**src/rtl/stopwatch_if.sv**
```systemverilog
// Button, counter-chain and display signals of the stopwatch sequencer.
// The slave side is the controller; the master side is its environment.
interface stopwatch_if;
    logic        btn_ss;
    logic        btn_lap;
    logic        btn_clr;
    logic [11:0] cnt_value;
    logic        cnt_en;
    logic        cnt_clr_n;
    logic [11:0] disp_value;
    logic        running;
    logic        lap_active;
    logic        ovf;

    modport master (
        output btn_ss, btn_lap, btn_clr, cnt_value,
        input  cnt_en, cnt_clr_n, disp_value,
        input  running, lap_active, ovf
    );

    modport slave (
        input  btn_ss, btn_lap, btn_clr, cnt_value,
        output cnt_en, cnt_clr_n, disp_value,
        output running, lap_active, ovf
    );
endinterface

```
**src/rtl/stopwatch_ctrl.sv**
```systemverilog
// Stopwatch sequencer: button pulses -> gated count tick, counter clear
// and a lap snapshot for the display path.
module stopwatch_ctrl #(
    parameter int unsigned TICK_DIV    = 100000,
    parameter logic [3:0]  MAX0        = 4'd9,
    parameter logic [3:0]  MAX1        = 4'd9,
    parameter logic [3:0]  MAX2        = 4'd9,
    parameter bit          STOP_AT_MAX = 1'b1
) (
    input logic        clk,
    input logic        reset,
    stopwatch_if.slave sw
);
    localparam int unsigned   PW  = $clog2(TICK_DIV);
    localparam logic [PW-1:0] TOP = PW'(TICK_DIV - 1);

    typedef enum logic [2:0] {
        IDLE, RUN, STOP, LAP, OVF
    } state_t;

    state_t        state;
    state_t        state_nxt;
    logic [PW-1:0] presc;
    logic [11:0]   lap_reg;
    logic [11:0]   disp_q;
    logic          en_q;
    logic          clr_n_q;
    logic          counting;
    logic          tick_due;
    logic          at_max;
    logic          ss_stop;
    logic          ovf_hit;
    logic          issue;
    logic          lap_take;
    logic          run_o;
    logic          lap_o;
    logic          ovf_o;

    // A stop press swallows a tick that falls due in the same cycle.
    always_comb begin
        counting = (state == RUN) || (state == LAP);
        tick_due = counting && (presc == TOP);
        at_max   = sw.cnt_value == {MAX2, MAX1, MAX0};
        ss_stop  = counting && sw.btn_ss;
        ovf_hit  = tick_due && at_max && STOP_AT_MAX
                   && !ss_stop;
        issue    = tick_due && !sw.btn_clr && !ss_stop
                   && !(at_max && STOP_AT_MAX);
        lap_take = counting && sw.btn_lap && !sw.btn_ss
                   && !ovf_hit;
    end

    always_ff @(posedge clk) begin
        if (reset) state <= IDLE;
        else       state <= state_nxt;
    end

    always_comb begin
        state_nxt = state;
        if (sw.btn_clr) begin
            state_nxt = IDLE;
        end else begin
            case (state)
                IDLE: if (sw.btn_ss) state_nxt = RUN;
                STOP: if (sw.btn_ss) state_nxt = RUN;
                RUN, LAP: begin
                    if (ss_stop)       state_nxt = STOP;
                    else if (ovf_hit)  state_nxt = OVF;
                    else if (lap_take) state_nxt = LAP;
                end
                OVF:     state_nxt = OVF;
                default: state_nxt = IDLE;
            endcase
        end
    end

    always_comb begin
        run_o = 1'b0;
        lap_o = 1'b0;
        ovf_o = 1'b0;
        case (state)
            RUN: run_o = 1'b1;
            LAP: begin
                run_o = 1'b1;
                lap_o = 1'b1;
            end
            OVF:     ovf_o = 1'b1;
            default: ;
        endcase
    end

    // Prescaler holds its phase across STOP so resume is seamless.
    always_ff @(posedge clk) begin
        if (reset) begin
            presc   <= '0;
            lap_reg <= '0;
            en_q    <= 1'b0;
            clr_n_q <= 1'b0;
            disp_q  <= '0;
        end else begin
            clr_n_q <= !sw.btn_clr;
            en_q    <= issue;
            disp_q  <= (state == LAP) ? lap_reg : sw.cnt_value;
            if (sw.btn_clr) begin
                presc   <= '0;
                lap_reg <= '0;
            end else begin
                if (state == IDLE && sw.btn_ss)
                    presc <= '0;
                else if (counting)
                    presc <= (presc == TOP) ? '0 : presc + 1'b1;
                if (lap_take)
                    lap_reg <= sw.cnt_value;
            end
        end
    end

    assign sw.cnt_en     = en_q;
    assign sw.cnt_clr_n  = clr_n_q;
    assign sw.disp_value = disp_q;
    assign sw.running    = run_o;
    assign sw.lap_active = lap_o;
    assign sw.ovf        = ovf_o;
endmodule

```
**src/flat_wrapper.sv**
```systemverilog
// flat-port wrapper written by rule: the top's interface ports become plain ports
module stopwatch_ctrl_flat 
#(
    parameter int unsigned TICK_DIV    = 100000,
    parameter logic [3:0]  MAX0        = 4'd9,
    parameter logic [3:0]  MAX1        = 4'd9,
    parameter logic [3:0]  MAX2        = 4'd9,
    parameter bit          STOP_AT_MAX = 1'b1
)
  (clk, reset, sw_btn_ss, sw_btn_lap, sw_btn_clr, sw_cnt_value, sw_cnt_en, sw_cnt_clr_n, sw_disp_value, sw_running, sw_lap_active, sw_ovf);
  stopwatch_if sw_i ();
  input logic clk;
  input logic reset;
  input wire logic [$bits(sw_i.btn_ss)-1:0] sw_btn_ss;
  input wire logic [$bits(sw_i.btn_lap)-1:0] sw_btn_lap;
  input wire logic [$bits(sw_i.btn_clr)-1:0] sw_btn_clr;
  input wire logic [$bits(sw_i.cnt_value)-1:0] sw_cnt_value;
  output wire logic [$bits(sw_i.cnt_en)-1:0] sw_cnt_en;
  output wire logic [$bits(sw_i.cnt_clr_n)-1:0] sw_cnt_clr_n;
  output wire logic [$bits(sw_i.disp_value)-1:0] sw_disp_value;
  output wire logic [$bits(sw_i.running)-1:0] sw_running;
  output wire logic [$bits(sw_i.lap_active)-1:0] sw_lap_active;
  output wire logic [$bits(sw_i.ovf)-1:0] sw_ovf;
  assign sw_i.btn_ss = sw_btn_ss;
  assign sw_i.btn_lap = sw_btn_lap;
  assign sw_i.btn_clr = sw_btn_clr;
  assign sw_i.cnt_value = sw_cnt_value;
  assign sw_cnt_en = sw_i.cnt_en;
  assign sw_cnt_clr_n = sw_i.cnt_clr_n;
  assign sw_disp_value = sw_i.disp_value;
  assign sw_running = sw_i.running;
  assign sw_lap_active = sw_i.lap_active;
  assign sw_ovf = sw_i.ovf;
  stopwatch_ctrl #(.TICK_DIV(TICK_DIV), .MAX0(MAX0), .MAX1(MAX1), .MAX2(MAX2), .STOP_AT_MAX(STOP_AT_MAX)) u_core (.clk(clk), .reset(reset), .sw(sw_i));
endmodule
```
**config.mk**
```make
export PLATFORM = sky130hd
export DESIGN_NAME = stopwatch_ctrl_flat
export DESIGN_NICKNAME = d
export VERILOG_FILES = /design/src/rtl/stopwatch_if.sv /design/src/rtl/stopwatch_ctrl.sv /design/src/flat_wrapper.sv
export SDC_FILE = /design/constraint.sdc
export NUM_CORES = 1
export LEC_CHECK = 0
export ABC_CLOCK_PERIOD_IN_PS = 4200
export CAP_MARGIN = 10
export CORE_MARGIN = 4
export CORE_UTILIZATION = 45
export DETAILED_ROUTE_END_ITERATION = 6
export PLACE_DENSITY = 0.73
export SLEW_MARGIN = 20
export SYNTH_ARGS = -nofsm -noshare
export SYNTH_HDL_FRONTEND = slang
export SYNTH_SLANG_ARGS = --single-unit
export TNS_END_PERCENT = 1
```
**constraint.sdc**
```tcl
create_clock -name clk -period 4.2 [get_ports clk]
set_input_delay 0.84 -clock clk [delete_from_list [all_inputs] [get_ports clk]]
set_output_delay 0.84 -clock clk [all_outputs]
set_load 0.05 [all_outputs]
```
=== Yosys cells after proc, flatten, opt, wreduce, memory -nomap -nowiden ===
Index checks and enable logic that the tools add are counted.

* Register bits after elaboration: 46
* Input port bits: 17
* Output and inout port bits: 17
* Word-level logic and storage cells: 48

* Add/sub/neg operators: 1
* Equal/unequal tests: 8
* Mux-type cells: 10
* Reductions and logical operators: 23

{| class="wikitable"
|+ Operators with widths
! kind !! count
|-
| adder 17 x 1 -> 17 bit (second input constant) || 1
|-
| equality test 17 bit (second input constant) || 1
|-
| two-way mux 17 bit || 1
|-
| equality test 12 bit (second input constant) || 1
|-
| two-way mux 12 bit || 1
|-
| two-way mux 3 bit || 4
|-
| logical AND 1 bit || 11
|-
| case mux 3 bit (3 select lines) || 1
|-
| equality test 3 x 2 -> 1 bit (second input constant) || 2
|-
| OR reduction 2 bit || 3
|-
| logical NOT 1 bit || 5
|-
| != test 4 x 1 -> 1 bit (second input constant) || 1
|-
| equality test 3 x 1 -> 1 bit (second input constant) || 1
|-
| equality test 3 bit (second input constant) || 1
|-
| logical NOT 3 bit || 1
|-
| two-way mux 1 bit || 3
|-
| OR reduction 3 bit || 1
|-
| != test 2 x 1 -> 1 bit (second input constant) || 1
|-
| AND reduction 2 bit || 1
|-
| logical OR 1 bit || 1
|}

=== Longest topological paths before layout ===
* Depth in word-level cells: 11
* Gate-level depth with buffers: 7
* Gate-level depth less buffers: 6

=== Worst setup path before layout ===
OpenSTA, ideal clock, no wires.

* Path type: register -> output
* From: reg u_core.state[2]
* To: out sw_ovf
* Data arrival time: 1599 ps
* Data required time: 3360 ps
* Setup slack: 1761 ps
* Cell stages (with the launch flop): 2
* Path buffers: 0
* Cells stage by stage: dfxtp_1 nor3b_1

* Word-level cells in the longest chain between the ends: 2

{| class="wikitable"
|+ Ends and longest elaborated chain
! element !! line !! text
|-
| from (decl) || stopwatch_ctrl.sv:21 || <nowiki>state_t state;</nowiki>
|-
| from (signal assigned) || stopwatch_ctrl.sv:55 || <nowiki>else state <= state_nxt;</nowiki>
|-
| equality test 3 bit || stopwatch_ctrl.sv:81 || <nowiki>case (state)</nowiki>
|-
| two-way mux 1 bit || stopwatch_ctrl.sv:81 ||
|-
| to (decl) || flat_wrapper.sv:23 || <nowiki>output wire logic [$bits(sw_i.ovf)-1:0] sw_ovf;</nowiki>
|}

No other way between the ends.

=== Worst setup path in the final report ===
* From: reg u_core.state[0]
* To: out sw_lap_active

* Word-level cells in the longest chain between the ends: 2

{| class="wikitable"
|+ Ends and longest elaborated chain
! element !! line !! text
|-
| equality test 3 x 2 -> 1 bit || stopwatch_ctrl.sv:81 ||
|-
| two-way mux 1 bit || stopwatch_ctrl.sv:81 ||
|-
| to (decl) || flat_wrapper.sv:22 || <nowiki>output wire logic [$bits(sw_i.lap_active)-1:0] sw_lap_active;</nowiki>
|}

No other way between the ends.

==> metrics.txt <==
Post-CTS Setup Bufs 0; Slew @ Worst Pin 0.642 ns; initial antenna violation count 0; Final min period 3.43 ns; largest family of logic cells by synthesized area simple AND/OR/NAND/NOR gates; Vias 1486; Max FO, Critical Path 13; WL per Instance 13.0 µm; CTS tree yes; Via density 5.05; I/O pin cnt 34; top_reg_cell synth dfxtp_1; critical path arrival 2.59 ns; Synth Register Bits 46; Layout Utilization 57.9%; average size of a mapped cell 9.19 µm²; Simple-Gate Fraction of Synth Area 29.2%; PD cells 339 nW/µm²; Combinational Power Share 10.5%; cts hold-fix bufs 0; clk buf depth 2; number of enable flip-flop cells after synthesis 0; vias in the first global route 1431; most frequent cells in the layout nand2_1, dfxtp_1, clkdlybuf4s50_1, nor2_1; antenna viol nets, final 0; Clk network pwr share 33.9%; XOR/XNOR Fraction of Synth Area 7.23%; Chip Width 73.7 µm; layout cells sized above 1 6.97%; CTS Sinks 46; min-delay worst type register to register; DRC 0; Syn-to-layout area delta 22.0%; DR pass1 iterations 4; unrepaired setup endpoints after global routing no; Post-Synth Adder-Cell Area 0.645%; post-synthesis compound-gate area fraction 4.52%; Starting Density 47.5%; Clock transition at path regs 0.08 ns; worst-skew pair later-pin latency 0.30 ns; final setup TNS 0 ns; Root Buffer clkbuf_8; Reg power frac 55.6%; # H-tree levels 2; drt total wl 3810 µm; total die area 5420 µm²; IO Port Bufs 33; Pins Over Slew Limit 0; asr flop ratio synth 0%; Seq/Total Area, Yosys 47.5%; drt initial violations 76; first-pass GRT wire length 6680 µm; # rows 23; largest net degree at the start of global routing 28; Pleak 0.919 nW; Final period util 81.5%; multiplexer share of the synthesized area 7.23%; Post-Syn Nets 229; # setup viols final 0; CP required 3.36 ns; Max-cap violations 0; max reg flops 17; GRT Total Usage 16.0%; synth warn 0; outcome completed; f_max 292 MHz; commonest non-fill, non-tap cell in the layout nand2_1; crit path launch type register; Tot Pwr 0.000803 W; DP Wirelength 2690 µm; Netlist cell types 40; RePlAce Congestion 0.776; Mapped Cells 211; PostCTS Resize Cnt 0; ant diodes 0; total gr overflow 0; Setup CP Type register to output port; Peak VDD IR 0.000225 V; Post-Syn Area 1940 µm²; clock skew 0.00676 ns; Final Hold Viols 0; CORE AREA 4090 µm²; CP Capture Type output port; Die Span Y 73.7 µm; NetSw 0.000193 W; relative slew slack 56.9%; Nets 261; CTS Buf Count 5; Internal 0.000610 W; Sw Share 24.0%
[logic make-up after synthesis]
logic type / Yosys count
simple gates: 107
flops: 46
compound gates: 16
xor+xnor: 16
mux: 14
buf+inv: 11
fa+ha+maj: 1
[area by class of cell]
cell class	count	area [µm²]
Fill cell	351	1720
Multi-Input combinational cell	154	946
Sequential cell	46	921
Timing Repair Buffer	34	338
Clock buffer	7	86.3
Tap cell	50	62.6
Inverter	2	7.51
Clock inverter	1	5.00
[path summary, 6_finish.rpt]
| path | to | depth (start not counted) | slack [ns] | startpoint |
|---|---|---|---|---|
| min | u_core.sw.disp_value[8]$_SDFF_PP0_ | 2 | 0.46 | u_core.lap_reg[8]$_SDFFE_PP0P_ |
| max | sw_lap_active | 4 | 0.77 | u_core.state[0]$_SDFFE_PP0P_ |
| max reg2reg | u_core.lap_reg[4]$_SDFFE_PP0P_ | 5 | 2.17 | u_core.presc[8]$_SDFFE_PP0P_ |
| min reg2reg | u_core.sw.disp_value[8]$_SDFF_PP0_ | 2 | 0.46 | u_core.lap_reg[8]$_SDFFE_PP0P_ |
[worst max-delay path, cell delays in order, from the launching register on]
cell and delay [ns]:
dfxtp_1 0.43, nor2b_1 0.20, nand2_1 0.31, inv_1 0.45
clkdlybuf4s50_1 0.89
[layer usage]
layer  part of all wire, %  up-vias  track usage [%]
li1                      -      770                -
met1                    48      680             21.0
met2                    45       29             24.8
met3                   5.2        7             4.79
met4                   1.5        0             5.43
met5                     0        -                0
[metrics by stage]
| stage | cell area, µm² | setup slack, ns | cells | hold WS [ns] |
|---|---|---|---|---|
| 6_report | 2370 | 0.775 | 294 | 0.458 |
| 5_1_grt | 2370 | 0.546 | 294 | 0.482 |
| 4_1_cts | 2370 | 0.766 | 294 | 0.463 |
| 3_5_place_dp | 2270 | 1.05 | 286 | 0.449 |
| 3_3_place_gp | 2270 | 1.08 | 286 | 0.446 |
| 2_1_floorplan | 1940 | 1.76 | 211 | 0.426 |
[power groups by stage]
stage                     Clock, W  Combinational, W  Sequential [W]
after detailed placement         0         0.0000843        0.000457
after CTS                 0.000283         0.0000850        0.000447
after floorplan                  0         0.0000257        0.000480
after global placement           0         0.0000846        0.000457
final                     0.000272         0.0000843        0.000447
after global routing      0.000298         0.0000902        0.000448
[synth_stat cells (2+ instances only)]
master	instances	area share [%]
a21oi_1	12	3.1
and3_1	2	0.65
and4_1	2	0.90
and4b_1	2	1.0
buf_6	2	1.2
clkbuf_1	4	0.77
dfxtp_1	46	47
mux2i_1	14	7.2
nand2_1	58	11
nand3_1	3	0.77
nand3_2	2	1.0
nand4_1	4	1.3
nand4b_1	2	0.90
nor2_1	17	3.3
nor3b_1	2	0.77
xnor2_1	2	0.90
xor2_1	14	6.3
(Power assumes the default switching activity.)
